**src/rtl/clk_reset_sequencer.sv**
```systemverilog
// Staged reset release for the clk_core domain: synchronises the PLL lock flag, waits for a
// stable lock, then frees SDRAM, GPU and video resets in order; any lock loss re-asserts all.
module clk_reset_sequencer #(
    parameter int SYNC_STAGES          = 2,
    parameter int LOCK_STABLE_CYCLES   = 1024,
    parameter int SDRAM_TIMEOUT_CYCLES = 30000,
    parameter int STAGE_GAP_CYCLES     = 16,
    parameter int LOSS_CNT_W           = 8
) (
    input  logic                  clk_core,
    input  logic                  rst,
    input  logic                  pll_locked,
    input  logic                  sdram_init_done,
    output logic                  rst_sdram,
    output logic                  rst_gpu,
    output logic                  rst_video,
    output logic                  seq_ready,
    output logic                  init_timeout,
    output logic [LOSS_CNT_W-1:0] lock_loss_count
);

    localparam int MAX_LS     = (LOCK_STABLE_CYCLES > SDRAM_TIMEOUT_CYCLES) ?
                                LOCK_STABLE_CYCLES : SDRAM_TIMEOUT_CYCLES;
    localparam int MAX_CYCLES = (MAX_LS > STAGE_GAP_CYCLES) ? MAX_LS : STAGE_GAP_CYCLES;
    localparam int CNT_W      = (MAX_CYCLES > 1) ? $clog2(MAX_CYCLES) : 1;

    localparam logic [CNT_W-1:0] LOCK_LAST    = CNT_W'(LOCK_STABLE_CYCLES - 1);
    localparam logic [CNT_W-1:0] TIMEOUT_LAST = CNT_W'(SDRAM_TIMEOUT_CYCLES - 1);
    localparam logic [CNT_W-1:0] GAP_LAST     = CNT_W'(STAGE_GAP_CYCLES - 1);

    typedef enum logic [2:0] {
        ST_WAIT_LOCK  = 3'd0,
        ST_SDRAM_INIT = 3'd1,
        ST_GPU_GAP    = 3'd2,
        ST_VIDEO_GAP  = 3'd3,
        ST_RUN        = 3'd4
    } state_t;

    state_t                  state_q, state_d;
    logic [CNT_W-1:0]        cnt_q, cnt_d;
    logic [SYNC_STAGES-1:0]  sync_q, sync_d;
    logic                    rst_sdram_q, rst_sdram_d;
    logic                    rst_gpu_q, rst_gpu_d;
    logic                    rst_video_q, rst_video_d;
    logic                    seq_ready_q, seq_ready_d;
    logic                    init_timeout_q, init_timeout_d;
    logic [LOSS_CNT_W-1:0]   loss_cnt_q, loss_cnt_d;
    logic                    lock_s;
    logic                    lock_lost;

    // Lock synchroniser: each stage takes the previous one, stage 0 takes the raw PLL flag.
    assign sync_d[0] = pll_locked;
    generate
        for (genvar gi = 1; gi < SYNC_STAGES; gi++) begin : g_sync
            assign sync_d[gi] = sync_q[gi-1];
        end
    endgenerate

    assign lock_s    = sync_q[SYNC_STAGES-1];
    assign lock_lost = !lock_s && (state_q != ST_WAIT_LOCK);

    always_ff @(posedge clk_core) begin
        if (rst) begin
            state_q        <= ST_WAIT_LOCK;
            cnt_q          <= '0;
            sync_q         <= '0;
            rst_sdram_q    <= 1'b1;
            rst_gpu_q      <= 1'b1;
            rst_video_q    <= 1'b1;
            seq_ready_q    <= 1'b0;
            init_timeout_q <= 1'b0;
            loss_cnt_q     <= '0;
        end else begin
            state_q        <= state_d;
            cnt_q          <= cnt_d;
            sync_q         <= sync_d;
            rst_sdram_q    <= rst_sdram_d;
            rst_gpu_q      <= rst_gpu_d;
            rst_video_q    <= rst_video_d;
            seq_ready_q    <= seq_ready_d;
            init_timeout_q <= init_timeout_d;
            loss_cnt_q     <= loss_cnt_d;
        end
    end

    // Next state and shared cycle counter; lock loss overrides every other transition.
    always_comb begin
        state_d = state_q;
        cnt_d   = cnt_q;
        if (lock_lost) begin
            state_d = ST_WAIT_LOCK;
            cnt_d   = '0;
        end else begin
            case (state_q)
                ST_WAIT_LOCK: begin
                    if (!lock_s) begin
                        cnt_d = '0;
                    end else if (cnt_q == LOCK_LAST) begin
                        state_d = ST_SDRAM_INIT;
                        cnt_d   = '0;
                    end else begin
                        cnt_d = cnt_q + 1'b1;
                    end
                end
                ST_SDRAM_INIT: begin
                    if (sdram_init_done || (cnt_q == TIMEOUT_LAST)) begin
                        state_d = ST_GPU_GAP;
                        cnt_d   = '0;
                    end else begin
                        cnt_d = cnt_q + 1'b1;
                    end
                end
                ST_GPU_GAP: begin
                    if (cnt_q == GAP_LAST) begin
                        state_d = ST_VIDEO_GAP;
                        cnt_d   = '0;
                    end else begin
                        cnt_d = cnt_q + 1'b1;
                    end
                end
                ST_VIDEO_GAP: begin
                    if (cnt_q == GAP_LAST) begin
                        state_d = ST_RUN;
                        cnt_d   = '0;
                    end else begin
                        cnt_d = cnt_q + 1'b1;
                    end
                end
                ST_RUN: begin
                    cnt_d = '0;
                end
                default: begin
                    state_d = ST_WAIT_LOCK;
                    cnt_d   = '0;
                end
            endcase
        end
    end

    // Registered outputs change on the same edge as the transition that owns them.
    always_comb begin
        rst_sdram_d    = rst_sdram_q;
        rst_gpu_d      = rst_gpu_q;
        rst_video_d    = rst_video_q;
        seq_ready_d    = seq_ready_q;
        init_timeout_d = init_timeout_q;
        loss_cnt_d     = loss_cnt_q;
        if (lock_lost) begin
            rst_sdram_d    = 1'b1;
            rst_gpu_d      = 1'b1;
            rst_video_d    = 1'b1;
            seq_ready_d    = 1'b0;
            init_timeout_d = 1'b0;
            if (loss_cnt_q != {LOSS_CNT_W{1'b1}}) begin
                loss_cnt_d = loss_cnt_q + 1'b1;
            end
        end else begin
            case (state_q)
                ST_WAIT_LOCK: begin
                    if (lock_s && (cnt_q == LOCK_LAST)) begin
                        rst_sdram_d = 1'b0;
                    end
                end
                ST_SDRAM_INIT: begin
                    // A same-cycle done means the init succeeded, so no timeout flag.
                    if (!sdram_init_done && (cnt_q == TIMEOUT_LAST)) begin
                        init_timeout_d = 1'b1;
                    end
                end
                ST_GPU_GAP: begin
                    if (cnt_q == GAP_LAST) begin
                        rst_gpu_d = 1'b0;
                    end
                end
                ST_VIDEO_GAP: begin
                    if (cnt_q == GAP_LAST) begin
                        rst_video_d = 1'b0;
                        seq_ready_d = 1'b1;
                    end
                end
                default: begin
                end
            endcase
        end
    end

    assign rst_sdram       = rst_sdram_q;
    assign rst_gpu         = rst_gpu_q;
    assign rst_video       = rst_video_q;
    assign seq_ready       = seq_ready_q;
    assign init_timeout    = init_timeout_q;
    assign lock_loss_count = loss_cnt_q;

endmodule

```
**config.mk**
```make
export PLATFORM = sky130hd
export DESIGN_NAME = clk_reset_sequencer
export DESIGN_NICKNAME = d
export VERILOG_FILES = /design/src/rtl/clk_reset_sequencer.sv
export SDC_FILE = /design/constraint.sdc
export NUM_CORES = 1
export LEC_CHECK = 0
export CAP_MARGIN = 20
export CORE_MARGIN = 10
export CORE_UTILIZATION = 49
export DETAILED_ROUTE_END_ITERATION = 7
export GPL_ROUTABILITY_DRIVEN = 1
export MAX_ROUTING_LAYER = met4
export PLACE_DENSITY = 0.81
export SYNTH_ARGS = -nofsm -noshare
export SYNTH_HDL_FRONTEND = slang
export SYNTH_SLANG_ARGS = --single-unit
```
**constraint.sdc**
```tcl
create_clock -name clk_core -period 2.1 [get_ports clk_core]
set_input_delay 0.42 -clock clk_core [delete_from_list [all_inputs] [get_ports clk_core]]
set_output_delay 0.42 -clock clk_core [all_outputs]
set_load 0.02 [all_outputs]
```
==> out/metrics.cfg <==
[setup_path]
rrSetupSlack_ns=0.06
startpoint_type=register
crit_type=reg -> reg
reg2reg_from=cnt_q[13]$_SDFF_PP0_
r2r_cells=4
crit_path_end=rst_video$_SDFFE_PP1P_
r2r_end=rst_video$_SDFFE_PP1P_
path_max_fanout=5
endpoint_kind=register
crit_start=cnt_q[13]$_SDFF_PP0_
crit_arrival_ns=2.26
cp_data_required_time_ns=2.33

[logic_synthesis]
synth_edf_count=0
synthesis.area_sq_um=1560
synth_seq_area_share_pct=42.4
ys.flop_type=dfxtp_1
synth.top_cells.by_area=dfxtp_1 (42%), a31oi_1 (6.0%), xnor2_1 (5.6%)
synth_top_area_share_pct=42.4
avgSynthCellArea_sq_um=9.00
ys_ff_latch=33
yosysTopAreaCell=dfxtp_1
async_reset_ff_share_pct=0
synth_commonest_cells=dfxtp_1 (33), a31oi_1 (15), nand2_1 (10), nor2_1 (10), xnor2_1 (10)
syn_nets=179
yosysMostFrequentCell=dfxtp_1
ys_warn_count=0
syn_inst=173
synth.distinct_cells=38

[finish]
multi_input_area_sq_um=848
regArea_sq_um=661
antenna-diode-count=0
drive_gt1_share_pct=14.8
syn_to_final_growth_pct=22.2
fin_area_sq_um=1900
final_nets=208
n_fill_cell=271

[pwr]
ir_drop_mv=0.331
power_leakage_uw=0.000609
power_density_nw_per_um2=518

[worst_hold_path]
min-delay-path-class=reg -> reg
min_path_cells=1
min_from=sync_q[0]$_SDFF_PP0_

[floorplan]
rows=20
die-area_sq_um=5830
pin_count=17
start_util_pct=51.0
die_h_um=76.4
coreArea_sq_um=3050
die_x_um=76.4

[sta]
drv_slew=0
relSlewSlack_pct=53.4
clock.fmax_mhz=491
hold_violations=0
fin_ws_ns=0.0642
fin_skew_ns=0.00994
min_period_ns=2.04
setup_tns_ns=0
rsz0062_at_grt=no
worst_pin_slew_ns=0.693
final.period_utilization_pct=96.9
setup_viol=0

[cts]
clk_path_buf_depth=2
cts_resized=0
cts_hold_buf=0
cts_setup_buffers=0
cts_tree=done
numClockSinks=33
cts_inserted_buffers=5
cts-root-buf=clkbuf_4
cts_htree_levels=2
clk_latency_ns=0.33
clk_pin_slew_ns=0.09

[global_route]
track_usage_pct=12.2
grt_max_degree=16
grt_pass1_wl_um=5870
antenna_found_initial=0
gr-total-overflow=0
top_usage_layer=met2
use_met3_pct=3.54
grt_pass1_vias=1298
met2_usage_pct=19.9
use_met1_pct=13.6

[run]
maxCapViolations=0

[detailed_routing]
via_per_inst=5.77
wire_per_inst_um=14.2
routed_wl_um=3520
drc=0
vias=1425
drt_iter0_markers=79
firstDrtPassIters=4
ant_nets=0

[place]
place_area_sq_um=1850
detailed_place_hpwl_um=2590
globalplace.congestion=0.917
port-buffer-count=16
pre_cts_ws_ns=-0.144

[status]
status=finished clean

cell type report:
cell class,instances,share of cell area (%)
clock buffer,6,2.17
timing repair buffer,29,14.2
sequential,33,34.7
tap,44,2.89
inverter,5,0.986
multi-input combinational,128,44.5
clock inverter,2,0.526
power breakdown:
group / switching, uW / total, uW / internal, uW / leakage [uW]
Clock: 207 / 334 / 127 / 0.0000320
Combinational: 11.3 / 22.1 / 10.7 / 0.000310
Sequential: 2.46 / 630 / 628 / 0.000266
cells by family (layout without fill, tap and decap cells):
family                     Yosys count  in the layout  share of synthesized area [%]
muxes                                3              3                           2.09
adders and majority gates            2              2                           1.61
DFF                                 33             33                           42.4
AOI/OAI and AO/OA                   37             37                           15.7
buffers and inverters               12             42                           3.13
and+or+nand+nor                     73             73                           27.7
xor gates and xnor gates            13             13                           7.31
worst min path at each step:
stage          slack [ns]              endpoint
2_1_floorplan        0.41  sync_q[1]$_SDFF_PP0_
3_3_place_gp         0.42  sync_q[1]$_SDFF_PP0_
3_5_place_dp         0.42  sync_q[1]$_SDFF_PP0_
4_1_cts              0.45  sync_q[1]$_SDFF_PP0_
5_1_grt              0.47  sync_q[1]$_SDFF_PP0_
6_report             0.44  sync_q[1]$_SDFF_PP0_
critical path, stage by stage, from the launching register on:
cell     delay, ns
dfxtp_1       0.37
or4_1         0.48
or4_4         0.56
or3_4         0.36
a21o_1        0.18
layout by cell type (no fill, tap or decap), drive strengths merged, types with 2 or more instances in the layout:
master         count
dfxtp             33
clkdlybuf4s50     16
a31oi             15
buf               13
nor2              10
nand2             10
xnor2             10
nand4              7
nand3              6
nor3               6
a21oi              6
clkbuf             6
or3                6
inv                5
nor4               5
or4                5
nand2b             4
o21ai              4
a21o               4
nor2b              4
xor2               3
or2                2
nor4b              2
o31ai              2
and4               2
a211oi             2
mux2               2
ha                 2
clkinv             2
flip-flops by register name, indices dropped and copies added (netlist names):
name             flops
cnt_q               15
lock_loss_count      8
state_q              3
sync_q               2
init_timeout         1
rst_gpu              1
rst_sdram            1
rst_video            1
seq_ready            1
layer usage:
metal,up-vias,wire [um]
met2,34,1750
li1,710,-
met5,-,0
met4,0,49
met1,674,1540
met3,7,176
per-stage QoR:
stage / util [%] / instances / hold slack, ns / power (uW)
CTS: 62.4 / 247 / 0.448 / 1000
global placement: 60.7 / 239 / 0.420 / 666
global route: 62.4 / 247 / 0.469 / 1040
floorplan: - / 173 / 0.414 / 655
finish: 62.4 / 247 / 0.443 / 986
detailed placement: 60.7 / 239 / 0.423 / 667
No activity file was read; power rests on OpenSTA's default activity.
==> RTL change 1, RTL diff (config.mk and constraints unchanged) <==
Register the output `lock_loss_count` once more, without a reset; this adds one clock of latency there. The other outputs are not delayed to match.
--- a/src/rtl/clk_reset_sequencer.sv
+++ b/src/rtl/clk_reset_sequencer.sv
@@ -189,7 +189,9 @@
     assign rst_video       = rst_video_q;
     assign seq_ready       = seq_ready_q;
     assign init_timeout    = init_timeout_q;
-    assign lock_loss_count = loss_cnt_q;
+    always_ff @(posedge clk_core) begin
+        lock_loss_count <= loss_cnt_q;
+    end
 
 endmodule
 
Formal check against the unedited RTL: no difference found for any inputs over 10 cycles, from zero or initial values and one cycle with rst high; that may be too few to reach the edited logic, so the function may still have changed.
==> RTL change 1 against the original RTL <==
- sequential cell count grew 8
- global-route usage decreased by 0.20 points
- count of clock-buffer cells in the layout grew 1
- synthesized area up 15%
- sequential share of layout area rose by 4.1 points
- worst setup slack gained 0.15 ns
- final area up 11%
- combinational power increased by 22%
- total power rose by 33%
- sequential power grew 24%
- wire length up 1.6%
- largest cell class unchanged
- largest power group unchanged
==> RTL change 1: results (changes against the original RTL) <==
status finished, final reports clean; DRT iter0 DRCs 134 (+70%); share of the yosys chip area belonging to registers 45.87% (+3.5 points); post-synthesis compound-gate area fraction 15.31% (-0.43 points); worst vdd ir 0.0002838 V (-14%); Final Util 61.40% (-0.98 points); R2R setup slack 0.22 ns (+0.15 ns); fill count 285 (+5.2%); RePlAce Congestion 0.9011 (-1.8%); worst skew pair latency 0.29 ns (-0.04 ns); crit-path leading delay family compound AO/OA/AOI/OAI gates; synthesized-area fraction occupied by adder cells 1.399% (-0.21 points); Hold Path Cell Cnt 0 (-1); post-synthesis xor/xnor area fraction 5.385% (-1.9 points); pre-CTS WS -0.2702 ns (-0.1263 ns); final setup skew 0.006124 ns (-0.003819 ns); most common library cells after synthesis 41 x dfxtp_1, 15 x nor2_1, 13 x a21oi_1; Netlist cell types 51 (+34%); CTS Root Cell clkbuf_8; setup ws final 0.2186 ns (+0.1544 ns); worst hold slack 0.3865 ns (-0.05695 ns); layout cell share with drive strength beyond 1 11.43% (-3.3 points); Critical Path AT 2.03 ns (-0.23 ns); worst-path maximum fanout 15 (+10); first-pass GRT wire length 6189 um (+5.5%); synthesized area per cell 9.517 sq um (+5.7%); multiplexer share of the synthesized area 2.378% (+0.29 points); Worst Hold End lock_loss_count[1]; relative slew slack 57.31% (+3.9 points); vias in the first global route 1397 (+7.6%); Reg2Reg Depth 5 (+1); Placed Area 0.002018 sq mm (+8.9%); setup bufs post-CTS 0 (unchanged); R2R Path End cnt_q[12]; syn nets 194 (+8.4%); FF-to-FF Start cnt_q[0]; DR vias 1461 (+2.5%); Tot GR Track Use 12.05% (-0.20 points); Pleak 0.7172 nW (+18%); slowest stage cell, crit path o31ai_4; placed cells 249 (+4.2%); Final nets 216 (+3.8%); largest net degree at the start of global routing 17 (+1); DRT Wirelength 3570 um (+1.6%); dominant cells by area after synthesis dfxtp_1 46%, a21oi_1 3.6%, nor2_1 3.1%; CTS clk-pin slew, worst paths 0.07 ns (-0.02 ns); wire per inst 13.95 um (-2.0%); sw power 0.2602 mW (+18%); hold wc startpoint loss_cnt_q[1]
## RTL change 1: how the worst max path moves through the flow
stage | startpoint | end | slack, ns | cells past startpoint
floorplan | cnt_q[0] | cnt_q[0] | 0.33 | 7
global placement | sdram_init_done | cnt_q[12] | -0.20 | 5
detailed placement | sdram_init_done | cnt_q[13] | -0.27 | 5
CTS | cnt_q[0] | cnt_q[12] | 0.22 | 5
global route | cnt_q[0] | cnt_q[14] | 0.09 | 5
finish | cnt_q[0] | cnt_q[12] | 0.22 | 5
## RTL change 1: timing repair
item | in CTS | in global routing
hold buffers | 0 | 0
setup endpoints to repair | 15 | 0
gates resized for setup | 1 | 0
hold endpoints to repair | 0 | 0
## RTL change 1: layout make-up
type                    instances  share of cell area, %
multi-input cells             138                  44.11
flip-flops and latches         41                  38.84
repair buffers                 23                  10.07
clock buffers                   7                  4.085
well taps                      46                  2.724
inverters                       1                 0.1776
## RTL change 1: metal layers
layer  up-vias  global-route usage (%)  wire length [um]
met2        31                   18.55              1631
met1       683                   13.59              1691
met5         -                       -                 0
li1        740                       -                 -
met3         7                   3.563               176
met4         0                   6.866                70
## RTL change 1: cells by family after synthesis
| kind of cell | Yosys count |
|---|---|
| AO/OA/AOI/OAI | 40 |
| AND/OR/NAND/NOR | 81 |
| buffers and inverters | 9 |
| XOR/XNOR | 11 |
| adder cells (fa/ha/maj) | 2 |
| multiplexers | 4 |
| flip-flops | 41 |
## RTL change 1: power groups by stage
stage	sequential (mW)	combinational (mW)	clock (mW)
floorplan	0.798	0.0142	0
finish	0.782	0.0270	0.504
CTS	0.782	0.0270	0.520
global route	0.782	0.0293	0.550
global placement	0.800	0.0262	0
detailed placement	0.800	0.0264	0
==> RTL change 2, RTL diff (same settings) <==
Without the edit above. Change the parameter `SYNC_STAGES` from 2 to 1.
--- a/src/rtl/clk_reset_sequencer.sv
+++ b/src/rtl/clk_reset_sequencer.sv
@@ -1,7 +1,7 @@
 // Staged reset release for the clk_core domain: synchronises the PLL lock flag, waits for a
 // stable lock, then frees SDRAM, GPU and video resets in order; any lock loss re-asserts all.
 module clk_reset_sequencer #(
-    parameter int SYNC_STAGES          = 2,
+    parameter int SYNC_STAGES          = 1,
     parameter int LOCK_STABLE_CYCLES   = 1024,
     parameter int SDRAM_TIMEOUT_CYCLES = 30000,
     parameter int STAGE_GAP_CYCLES     = 16,
Formal check against the unedited RTL: no difference found for any inputs over 10 cycles, from zero or initial values and one cycle with rst high; that may be too few to reach the edited logic, so the function may still have changed.
==> RTL change 2 against the original RTL <==
- the flow now finishes with violations (setup timing)
- sequential cell count shrank 1
- synthesized area fell by 2.7%
- worst setup slack worse by 0.11 ns
- wire length grew 7.0%
- total power rose by 11%
- synthesized cell count grew 0.58%
- die area decreased by 2.0%
- final area is 0.66% higher
- largest cell class unchanged
==> RTL change 2: results (changes against the original RTL) <==
Netlist cell types 33 (-13%); worst-path maximum fanout 2 (-3); Worst Setup SP cnt_q[14]; status finished with violations; Pleak 0.6067 nW (-0.33%); DR vias 1475 (+3.5%); final setup fails 1 (+1); drt via density 6.120 (+6.1%); dominant cells by area after synthesis dfxtp_1 42%, xnor2_1 6.4%, a31oi_1 6.2%; syn nets 180 (+0.56%); Final nets 213 (+2.4%); Critical Path AT 2.38 ns (+0.12 ns); FF-to-FF Start cnt_q[14]; Slew @ Worst Pin 0.5058 ns (-0.1876 ns); final setup skew 0.01170 ns (+0.001756 ns); DRT iter0 DRCs 132 (+67%); wire per inst 15.61 um (+9.7%); RePlAce Congestion 0.9331 (+1.7%); Synth Instances 174 (+0.58%); most common library cells after synthesis 32 x dfxtp_1, 15 x a31oi_1, 11 x nand2_1, 11 x xnor2_1; HPWL after detailed placement 2809 um (+8.5%); share of the yosys chip area belonging to registers 42.28% (-0.13 points); first-pass GRT wire length 6582 um (+12%); Placed Area 0.001834 sq mm (-1.0%); setup ws final -0.04144 ns (-0.1056 ns); pre-CTS WS -0.03567 ns (+0.1082 ns); hold wc startpoint cnt_q[0]; layout cell share with drive strength beyond 1 17.31% (+2.5 points); placed cells 233 (-2.5%); worst vdd ir 0.0003790 V (+15%); CTS clk-pin slew, worst paths 0.11 ns (+0.02 ns); final setup TNS -0.04144 ns (-0.04144 ns); failing checks setup timing
[RTL change 2: timing repair]
item / 4_1_cts / 5_1_grt
endpoints found under the setup margin: 1 / 5
hold buffers: 0 / 0
endpoints found under the hold margin: 0 / 0
buffers inserted: 0 / 0
resized for setup: 0 / 1
cloned: 0 / 0
[RTL change 2: metal layers]
layer | part of all wire [%] | track usage [%]
met5 | 0 | -
met4 | 2.1 | 6.804
met3 | 6.8 | 5.208
met2 | 51 | 25.78
met1 | 40 | 15.53
[RTL change 2: area by class of cell]
cell class	instances	area, sq um
tap	33	41.29
fill	276	1086
sequential	32	644.4
clock inverter	2	35.03
multi-input combinational	128	828.3
clock buffer	6	41.29
timing repair buffer	33	300.3
inverter	7	26.28
[RTL change 2: path summary, 6_finish.rpt]
| check | to | slack (ns) | cells past startpoint |
|---|---|---|---|
| worst max-delay path | rst_gpu | -0.04 | 4 |
| worst min-delay path | cnt_q[0] | 0.46 | 1 |
| worst max register to register | rst_gpu | -0.04 | 4 |
| worst min register to register | cnt_q[0] | 0.46 | 1 |
[RTL change 2: logic make-up after synthesis]
| family | Yosys count | share of synthesized area [%] |
|---|---|---|
| and+or+nand+nor | 71 | 26.76 |
| AOI/OAI and AO/OA | 40 | 17.01 |
| DFF | 32 | 42.28 |
| xor gates and xnor gates | 14 | 8.093 |
| buffers and inverters | 14 | 3.469 |
| adders and majority gates | 2 | 1.651 |
| muxes | 1 | 0.7431 |
[RTL change 2: report_power, final]
group          internal (mW)  leakage, nW  switching [mW]
registers              0.608        0.260         0.00193
logic                0.00951        0.305          0.0133
clock network          0.250       0.0422           0.210
[RTL change 2: critical path, stage by stage (launching register included)]
cell and delay (ns):
dfxtp_2 0.33, or4_1 0.52, or4_4 0.53, or4b_4 0.51, a21o_1 0.17
